$ cat config.mk
export PLATFORM = sky130hd
export DESIGN_NAME = d_mem_arbiter
export DESIGN_NICKNAME = d
export VERILOG_FILES = /design/src/rtl/d_mem_arbiter_pkg.sv /design/src/rtl/d_mem_arbiter.sv
export SDC_FILE = /design/constraint.sdc
export NUM_CORES = 1
export LEC_CHECK = 0
export CORE_MARGIN = 8
export CORE_UTILIZATION = 26
export DETAILED_ROUTE_END_ITERATION = 10
export PLACE_DENSITY = 0.85
export SLEW_MARGIN = 20
export SYNTH_ARGS = -nofsm -noshare
export SYNTH_HDL_FRONTEND = slang
export SYNTH_SLANG_ARGS = --single-unit
$ cat constraint.sdc
create_clock -name clk -period 2.3 [get_ports clk]
set_input_delay 0.46 -clock clk [delete_from_list [all_inputs] [get_ports clk]]
set_output_delay 0.46 -clock clk [all_outputs]
set_load 0.01 [all_outputs]
$ cat src/rtl/d_mem_arbiter_pkg.sv
// rtl/d_mem_arbiter_pkg.sv - shared state encodings and direction codes for the data memory arbiter
package d_mem_arbiter_pkg;

    typedef enum logic [1:0] {
        ST_IDLE   = 2'd0,
        ST_GRANT0 = 2'd1,
        ST_GRANT1 = 2'd2,
        ST_DONE   = 2'd3
    } arb_state_e;

    localparam logic DIRECTION_READ  = 1'b0;
    localparam logic DIRECTION_WRITE = 1'b1;

    function automatic arb_state_e grant_state(input logic port);
        return port ? ST_GRANT1 : ST_GRANT0;
    endfunction

endpackage

$ cat src/rtl/d_mem_arbiter.sv
// rtl/d_mem_arbiter.sv - two-port round-robin arbiter in front of a single data memory
module d_mem_arbiter
    import d_mem_arbiter_pkg::*;
#(
    parameter int d_addr_width = 8'd8
) (
    input  logic                    clk,
    input  logic                    rst,
    input  logic                    s0_req,
    input  logic                    s0_dir,
    input  logic [d_addr_width-1:0] s0_addr,
    input  logic [7:0]              s0_wdata,
    output logic                    s0_ack,
    output logic [7:0]              s0_rdata,
    input  logic                    s1_req,
    input  logic                    s1_dir,
    input  logic [d_addr_width-1:0] s1_addr,
    input  logic [7:0]              s1_wdata,
    output logic                    s1_ack,
    output logic [7:0]              s1_rdata,
    output logic                    m_req,
    output logic                    m_dir,
    output logic [d_addr_width-1:0] m_addr,
    output logic [7:0]              m_wdata,
    input  logic                    m_ack,
    input  logic [7:0]              m_rdata,
    output logic [1:0]              grant
);

    arb_state_e state_q, state_d;
    logic       last_q, last_d;
    logic       pick;

    always_ff @(posedge clk or posedge rst) begin
        if (rst) begin
            state_q <= ST_IDLE;
            last_q  <= 1'b1;
        end else begin
            state_q <= state_d;
            last_q  <= last_d;
        end
    end

    always_comb begin
        state_d = state_q;
        last_d  = last_q;
        pick    = 1'b0;
        m_req   = 1'b0;
        m_dir   = DIRECTION_READ;
        m_addr  = '0;
        m_wdata = '0;
        grant   = 2'b00;
        s0_ack  = 1'b0;
        s1_ack  = 1'b0;
        case (state_q)
            ST_IDLE, ST_DONE: begin
                // On a tie the port that was not served last wins.
                if (s0_req || s1_req) begin
                    pick    = (s0_req && s1_req) ? ~last_q : s1_req;
                    state_d = grant_state(pick);
                    last_d  = pick;
                end else begin
                    state_d = ST_IDLE;
                end
            end
            ST_GRANT0: begin
                m_req   = 1'b1;
                m_dir   = s0_dir;
                m_addr  = s0_addr;
                m_wdata = s0_wdata;
                grant   = 2'b01;
                s0_ack  = m_ack;
                if (m_ack) state_d = ST_DONE;
            end
            ST_GRANT1: begin
                m_req   = 1'b1;
                m_dir   = s1_dir;
                m_addr  = s1_addr;
                m_wdata = s1_wdata;
                grant   = 2'b10;
                s1_ack  = m_ack;
                if (m_ack) state_d = ST_DONE;
            end
            default: state_d = ST_IDLE;
        endcase
    end

    assign s0_rdata = m_rdata;
    assign s1_rdata = m_rdata;

endmodule
==> impl_metrics.csv, run 1 <==
group,metric,value,unit
timing,fmax,0.450,GHz
detailed_routing,dr.pass1.iters,4,
job,maxCapViolations,0,
timing,finalHoldViolations,0,
yosys,syn-num-nets,128,
global_route,antenna_found_initial,0,
final_layout,nets,180,
clock_tree,numCtsBuffers,3,
critical_path,worstPathArrival,1.76,ns
place,io_buffers,60,
clock_tree,clkLatencyLatePin,0.24,ns
clock_tree,clkSlewWorstSetupHoldPaths,0.04,ns
yosys,synthMostInstantiatedCell,"nor2_1",
critical_path,crit_start,"state_q[0]",
global_route,grt_start_max_net_pins,15,
detailed_routing,first_iter_violations,33,
yosys,synth_common_cells,"18 x nor2_1, 16 x buf_4, 9 x a22oi_2",
critical_path,critical_path_required,1.84,ns
timing,min_period,2.22,ns
yosys,ys_ff_latch,3,
timing,setup_viol,0,
clock_tree,htreeDepth,1,
detailed_routing,wl_per_cell,15.7,um
floorplanning,dieArea,4230,um2
final_layout,n_antenna_cell,0,
yosys,synth_top_area_share,0.192,
power,ir_drop,0.000654,V
global_route,grt_overflow,0,
place,dp_hpwl,2020,um
clock_tree,cts_tree,"done",
yosys,avgSynthCellArea,8.11,um2
critical_path,timing.rr.start,"state_q[0]",
critical_path,slowest_stage,"clkdlybuf4s50_1",
detailed_routing,drc,0,
clock_tree,cts_hold_buf,0,
place,gp_congestion,0.862,
yosys,synth-edff-count,0,
timing,period_share,0.966,
status,status,"finished, final reports clean",
detailed_routing,finalWirelength,2460,um
yosys,synth_cell_types,20,
floorplanning,rows,17,
power,power.leakage,0.581,nW
global_route,grt_pass1_vias,806,
yosys,netlist_area,624,um2
critical_path,max_stage_delay,0.52,ns
floorplanning,io_pins,85,
yosys,ys_seq_area_frac,0.122,
timing,worstMarginPinSlew,0.180,ns
timing,maxSlewViolCount,0,
critical_path,end_kind,"primary output",
global_route,grt_pass1_wl,3640,um
detailed_routing,vias,714,
critical_path,crit_top_cell,"inv_1",
critical_path,critical_path.max_fanout,9,
critical_path,startpoint_type,"register",
timing,finalSetupTns,0,ns
final_layout,area_delta_synth_final,89.6,%
power,power_density,1160,nW/um2
floorplanning,design.core.area,2230,um2
yosys,yosysWarningCount,0,
worst_hold_path,hold_path.class,"input port to asynchronous set/reset pin",
clock_tree,clockBufferDepth,2,
floorplanning,initial_utilization,0.280,
clock_tree,cts_sinks,3,
yosys,synthCells,77,
power,finalPower,0.00138,W
critical_path,criticalPathCategory,"register to primary output",
detailed_routing,postRouteAntennaNets,0,
global_route,grt_usage,0.104,
timing,finalClockSkew,0.00494,ns
timing,rsz0062_at_grt,"no",
yosys,synth_area_leaders,"buf_4 19%, a22oi_2 18%, nor2_1 11%",
detailed_routing,vias_per_cell,4.58,
final_layout,drive_gt1_frac,0.195,
timing,slew_headroom,0.880,
floorplanning,die-width,65.0,um
clock_tree,cts_root_buf,"clkbuf_4",
yosys,synthFlopType,"dfrtp_1",
yosys,synthArstFlopShare,1.00,
floorplanning,die_h,65.0,um
yosys,synth_top_area_cell,"buf_4",
critical_path,path_cells,"inv_1 > ha_1 > buf_4 > inv_1 > clkdlybuf4s50_1",
==> cell type report <==
| type | count | area [um2] |
|---|---|---|
| clock buffers | 4 | 26.3 |
| fillers | 206 | 1050 |
| inverters | 4 | 15.0 |
| multi-input cells | 48 | 354 |
| flip-flops and latches | 3 | 76.3 |
| well taps | 28 | 35.0 |
| repair buffers | 69 | 677 |
==> per-layer routing <==
metal | vias to the layer above | GRT usage | wire (um)
li1 | 351 | - | -
met1 | 319 | 0.110 | 965
met2 | 41 | 0.193 | 1230
met3 | 3 | 0.0326 | 246
met4 | 0 | 0.0300 | 9
met5 | - | 0 | 0
==> placed cells by master, fill, tap and decap left out, drive strengths merged, types with 2 or more instances in the layout <==
cell           instances
clkdlybuf4s50         42
nor2                  18
a22oi                 17
dlygate4sd2           15
buf                    9
inv                    4
ha                     4
clkbuf                 4
dlymetal6s2s           3
dfrtp                  2
and2                   2
==> through the flow <==
stage / cells / setup slack [ns] / util / hold slack, ns / cell area, um2
floorplan: 77 / 0.720 / - / 0.213 / 624
detailed placement: 149 / 0.156 / 0.502 / 0.570 / 1120
global placement: 149 / 0.181 / 0.502 / 0.552 / 1120
CTS: 155 / 0.0120 / 0.514 / 0.382 / 1150
finish: 156 / 0.0792 / 0.530 / 0.388 / 1180
global route: 156 / 0.0303 / 0.530 / 0.408 / 1180
==> worst paths after layout <==
| check | end | slack, ns | depth (start not counted) |
|---|---|---|---|
| max | m_req | 0.08 | 5 |
| min | state_q[0] | 0.39 | 2 |
| max reg2reg | state_q[1] | 0.98 | 5 |
| min reg2reg | last_q | 0.58 | 1 |
| max in group asynchronous | last_q | 1.70 | 2 |
| min in group clk | last_q | 0.58 | 1 |
==> cell families after synthesis <==
| kind of cell | count (synthesis) | share of synthesized area |
|---|---|---|
| fa+ha+maj | 4 | 0.0802 |
| simple gates | 23 | 0.154 |
| flops | 3 | 0.122 |
| compound gates | 21 | 0.325 |
| buf+inv | 26 | 0.319 |
==> flip-flops by register name, summed over array words and instances (netlist names) <==
register,flops
last_q,1
state_q,2
==> worst max-delay path: cells and delay by family (launching register included) <==
kind	cells	cell delay, ns
adder cells (fa/ha/maj)	1	0.31
buffers and inverters	4	0.83
flip-flops	1	0.37
==> power breakdown <==
group | internal [W] | switching [W]
Combinational | 0.000608 | 0.000562
Clock | 0.0000652 | 0.0000295
Sequential | 0.0000881 | 0.0000254
==> timing repair <==
action                                  4_1_cts  5_1_grt
gates resized for setup                      16        5
setup buffers                                 2        1
endpoints found under the setup margin       17        4
No activity file was read; power rests on OpenSTA's default activity.
==> run 2: changes to the inputs <==
--- a/config.mk
+++ b/config.mk
@@ -6,10 +6,11 @@
 export NUM_CORES = 1
 export LEC_CHECK = 0
 export CORE_MARGIN = 8
-export CORE_UTILIZATION = 26
+export CORE_UTILIZATION = 22
 export DETAILED_ROUTE_END_ITERATION = 10
-export PLACE_DENSITY = 0.85
+export PLACE_DENSITY = 0.76
 export SLEW_MARGIN = 20
 export SYNTH_ARGS = -nofsm -noshare
 export SYNTH_HDL_FRONTEND = slang
 export SYNTH_SLANG_ARGS = --single-unit
+export TNS_END_PERCENT = 100
==> constraint.sdc (replaced) <==
create_clock -name clk -period 1.79 [get_ports clk]
set_input_delay 0.358 -clock clk [delete_from_list [all_inputs] [get_ports clk]]
set_output_delay 0.358 -clock clk [all_outputs]
set_load 0.01 [all_outputs]
==> impl_metrics.csv, run 2 (synthesis results as in run 1) <==
group,metric,value,unit
timing,rsz0062_at_grt,"yes",
clock_tree,cts_hold_buf,0,
global_route,grt_start_max_net_pins,11,
floorplanning,io_pins,85,
clock_tree,numCtsBuffers,3,
timing,worstMarginPinSlew,0.169,ns
detailed_routing,drc,0,
critical_path,slowest_stage,"dfrtp_1",
job,maxCapViolations,0,
final_layout,multi_input_area,394,um2
critical_path,worstPathArrival,1.47,ns
floorplanning,initial_utilization,0.228,
timing,finalClockSkew,0.00220,ns
final_layout,stdcell_area,1230,um2
timing,maxSlewViolCount,0,
final_layout,top_register,"state_q",
worst_hold_path,hold_path.class,"input port to asynchronous set/reset pin",
final_layout,layout_common_cells,"38 x clkdlybuf4s50_1, 18 x nor2_1, 17 x buf_2",
detailed_routing,vias,753,
status,status,"complete, but fails checks",
clock_tree,htreeDepth,1,
critical_path,max_stage_delay,0.42,ns
place,io_buffers,60,
global_route,grt_usage,0.0952,
timing,finalSetupTns,-0.219,ns
global_route,grt_overflow,0,
critical_path,path_cells,"inv_2 > ha_2 > buf_6 > buf_8 > a22oi_2 > nor2_1 > buf_2",
power,power.leakage,0.552,nW
timing,period_share,1.02,
place,gp_congestion,0.765,
place,dpl_cell_area,1170,um2
clock_tree,clockBufferDepth,2,
timing,slew_headroom,0.886,
detailed_routing,wl_per_cell,14.8,um
final_layout,largest_register_ffs,2,
critical_path,criticalPathCategory,"register to primary output",
final_layout,nets,189,
critical_path,critical_path_required,1.43,ns
clock_tree,clkSlewWorstSetupHoldPaths,0.04,ns
clock_tree,clkLatencyLatePin,0.23,ns
final_layout,seq_area,76.3,um2
floorplanning,dieArea,4800,um2
floorplanning,die-width,69.3,um
place,dp_hpwl,2090,um
detailed_routing,finalWirelength,2490,um
final_layout,final_core_util,0.449,
clock_tree,cts_root_buf,"clkbuf_4",
floorplanning,design.core.area,2730,um2
detailed_routing,dr.pass1.iters,2,
clock_tree,cts_tree,"done",
power,ir_drop,0.00114,V
global_route,grt_pass1_vias,868,
power,power_density,1560,nW/um2
floorplanning,die_h,69.3,um
final_layout,n_antenna_cell,0,
timing,setup_viol,9,
critical_path,critical_path.max_fanout,8,
timing,finalHoldViolations,0,
global_route,grt_pass1_wl,3930,um
detailed_routing,vias_per_cell,4.48,
floorplanning,rows,19,
place,place_ws,-0.168,ns
detailed_routing,first_iter_violations,6,
critical_path,timing.critical_path.buf_inv,4,
final_layout,fillerInstances,282,
status,failed_checks,"setup timing",
timing,min_period,1.83,ns
timing,setup_ws,-0.0396,ns
final_layout,reg_top3,"state_q (2), last_q (1)",
final_layout,area_delta_synth_final,96.6,%
final_layout,final_common_cell,"clkdlybuf4s50_1",
clock_tree,cts_sinks,3,
power,finalPower,0.00192,W
critical_path,startpoint_type,"register",
global_route,antenna_found_initial,0,
critical_path,ff2ff_setup_slack,0.42,ns
critical_path,end_kind,"primary output",
timing,fmax,0.547,GHz
final_layout,drive_gt1_frac,0.453,
detailed_routing,postRouteAntennaNets,0,
critical_path,critPathTopFamily,"buffers and inverters",
[run 2: cell types whose count changed in the layout (fill, tap and decap cells not counted), moves of 2 or more]
cell | before | now
ha_1 | 4 | 2
clkdlybuf4s15_2 | 0 | 2
dlymetal6s2s_1 | 3 | 0
inv_2 | 0 | 2
buf_8 | 0 | 2
buf_2 | 0 | 17
clkdlybuf4s50_1 | 42 | 38
dlygate4sd2_1 | 15 | 2
buf_4 | 6 | 13
a22oi_2 | 10 | 15
a22oi_1 | 7 | 2
inv_1 | 4 | 2
[run 2: path summary, 6_finish.rpt]
check / start / to / cells after the start
min in group clk: last_q / last_q / 1
worst max register to register: state_q[0] / state_q[1] / 6
worst min-delay path: rst / state_q[1] / 2
worst max-delay path: state_q[1] / m_wdata[1] / 7
max in group asynchronous: rst / last_q / 2
worst min register to register: last_q / last_q / 1
[run 2: power by group]
group	internal (W)	switching (W)
logic	0.000874	0.000774
clock network	0.0000835	0.0000343
registers	0.000113	0.0000369
[run 2: metal layers]
layer	share of wire	global-route usage	vias to the layer above	wire length [um]
li1	-	-	367	-
met1	0.38	0.0949	338	949
met2	0.53	0.176	45	1310
met3	0.089	0.0372	3	222
met4	0.0036	0.0273	0	9
met5	0	0	-	0
[run 2: per-stage QoR]
step	cells	hold WS [ns]
after global placement	158	0.530
after detailed placement	158	0.546
after CTS	168	0.303
after global routing	168	0.321
after floorplan	77	0.111
final	168	0.305
[run 2: repair_timing]
| action | CTS | global route |
|---|---|---|
| setup buffers | 6 | 0 |
| endpoints found under the setup margin | 22 | 19 |
| hold endpoints to repair | 0 | 0 |
| gates resized for setup | 86 | 10 |
[run 2: cell type report]
cell class,instances,share of cell area
timing repair buffer,78,0.551
clock buffer,4,0.0214
tap,31,0.0316
inverter,4,0.0122
sequential,3,0.0622
multi-input combinational,48,0.321
==> run 3: changes to the inputs <==
--- a/config.mk
+++ b/config.mk
@@ -8,7 +8,9 @@
 export CORE_MARGIN = 8
 export CORE_UTILIZATION = 22
 export DETAILED_ROUTE_END_ITERATION = 10
+export HOLD_SLACK_MARGIN = 0.02
 export PLACE_DENSITY = 0.76
+export SKIP_CTS_REPAIR_TIMING = 1
 export SLEW_MARGIN = 20
 export SYNTH_ARGS = -nofsm -noshare
 export SYNTH_HDL_FRONTEND = slang
==> impl_metrics.csv, run 3 (synthesis results as in run 1) <==
group,metric,value,unit
global_route,grt_pass1_vias,846,
detailed_routing,postRouteAntennaNets,0,
global_route,grt_overflow,0,
final_layout,layout_common_cells,"38 x clkdlybuf4s50_1, 18 x nor2_1, 14 x a22oi_2, 14 x buf_4, 13 x clkbuf_2",
final_layout,top_register,"state_q",
power,sw_frac_of_total,0.434,
critical_path,critical_path.max_fanout,6,
timing,slew_headroom,0.884,
critical_path,worstPathArrival,1.61,ns
power,pwr-share-clk,0.059,
final_layout,layoutNonFillerInstCount,172,
clock_tree,cts_root_buf,"clkbuf_4",
timing,finalHoldViolations,0,
global_route,grt_use_met1,0.0882,
final_layout,reg_top3,"state_q (2), last_q (1)",
detailed_routing,drc,0,
timing,period_share,1.10,
detailed_routing,first_iter_violations,6,
detailed_routing,vias,773,
floorplanning,design.core.area,2730,um2
place,dp_hpwl,2090,um
detailed_routing,finalWirelength,2580,um
clock_tree,htreeDepth,1,
timing,rsz0062_at_grt,"yes",
detailed_routing,wl_per_cell,15.0,um
timing,maxSlewViolCount,0,
detailed_routing,dr.pass1.iters,4,
power,comb_power_share,0.870,
global_route,grt_start_max_net_pins,11,
global_route,antenna_found_initial,0,
place,dp.cells,158,
global_route,grt_util_met3,0.0515,
critical_path,ff2ff_setup_slack,0.36,ns
critical_path,end_kind,"primary output",
clock_tree,clockBufferDepth,2,
floorplanning,initial_utilization,0.228,
critical_path,criticalPathCategory,"register to primary output",
place,gp_congestion,0.765,
power,power.leakage,0.625,nW
global_route,top_usage_layer,"met2",
clock_tree,cts_tree,"done",
floorplanning,dieArea,4800,um2
critical_path,startpoint_type,"register",
timing,finalClockSkew,0.00193,ns
final_layout,nets,193,
final_layout,stdcell_area,1270,um2
floorplanning,io_pins,85,
power,power_density,1570,nW/um2
timing,fmax,0.508,GHz
clock_tree,cts_sinks,3,
timing,worstMarginPinSlew,0.173,ns
final_layout,area_delta_synth_final,103,%
job,maxCapViolations,0,
timing,setup_viol,9,
final_layout,largest_register_ffs,2,
status,failed_checks,"setup timing",
power,power.switching,0.000867,W
place,dpl_cell_area,1170,um2
global_route,grt_usage,0.0948,
timing,min_period,1.97,ns
clock_tree,numCtsBuffers,3,
timing,setup_ws,-0.179,ns
global_route,grt_util_met2,0.173,
floorplanning,die_h,69.3,um
power,ir_drop,0.00121,V
clock_tree,clkSlewWorstSetupHoldPaths,0.04,ns
global_route,grt_pass1_wl,3900,um
place,io_buffers,60,
status,status,"complete, but fails checks",
final_layout,fillerInstances,269,
power,p_int,0.00113,W
clock_tree,clkLatencyLatePin,0.23,ns
final_layout,final_common_cell,"clkdlybuf4s50_1",
floorplanning,rows,19,
final_layout,drive_gt1_frac,0.440,
detailed_routing,vias_per_cell,4.49,
worst_hold_path,hold_path.class,"input port to asynchronous set/reset pin",
floorplanning,die-width,69.3,um
final_layout,n_antenna_cell,0,
critical_path,critical_path_required,1.43,ns
power,power_frac_seq,0.072,
[run 3: cell types whose count changed in the layout (fill, tap and decap cells not counted), sizes merged]
| cell | delta |
|---|---|
| clkbuf | +13 |
| buf | -9 |
| clkdlybuf4s15 | -3 |
| dlygate4sd2 | -2 |
| dlymetal6s2s | +5 |
[run 3: stage by stage]
| stage | setup slack [ns] | total power, W | hold slack, ns | utilization | TNS (ns) |
|---|---|---|---|---|---|
| floorplan | 0.312 | 0.00104 | 0.111 | - | 0 |
| global placement | -0.124 | 0.00172 | 0.530 | 0.428 | -2.17 |
| detailed placement | -0.168 | 0.00176 | 0.546 | 0.428 | -2.43 |
| CTS | -0.418 | 0.00190 | 0.303 | 0.438 | -7.56 |
| global route | -0.251 | 0.00215 | 0.321 | 0.464 | -1.37 |
| finish | -0.179 | 0.00200 | 0.305 | 0.464 | -0.851 |
[run 3: worst paths after layout]
path,from,to,cells after the start
min in group clk,last_q,last_q,1
hold / removal,rst,state_q[1],2
setup reg to reg,state_q[1],state_q[1],6
hold reg to reg,last_q,last_q,1
setup / recovery,state_q[1],m_wdata[1],8
max in group asynchronous,rst,last_q,2
[run 3: metal layers]
layer | share of wire | wire [um]
met1 | 0.38 | 974
met2 | 0.52 | 1340
met4 | 0.0035 | 9
met3 | 0.10 | 264
met5 | 0 | 0
[run 3: power by group through the flow]
stage          logic [W]  clock network, W  registers, W
6_report         0.00174          0.000118      0.000143
5_1_grt          0.00188          0.000132      0.000145
4_1_cts          0.00164          0.000122      0.000141
3_5_place_dp     0.00162                 0      0.000142
3_3_place_gp     0.00159                 0      0.000138
2_1_floorplan   0.000901                 0      0.000139
[run 3: final cells by class]
| class | count | area, um2 | area share |
|---|---|---|---|
| timing repair buffer | 82 | 723 | 0.570 |
| multi-input combinational | 48 | 389 | 0.307 |
| sequential | 3 | 76.3 | 0.0602 |
| inverter | 4 | 15.0 | 0.0118 |
| clock buffer | 4 | 26.3 | 0.0207 |
| tap | 31 | 38.8 | 0.0306 |
[run 3: critical path: stages (launching register included)]
cell and delay, ns:
dfrtp_1 0.39, buf_6 0.13, ha_4 0.15, buf_6 0.11, buf_6 0.12, buf_6 0.11, a22oi_2 0.16, nor2_1 0.06
buf_2 0.14
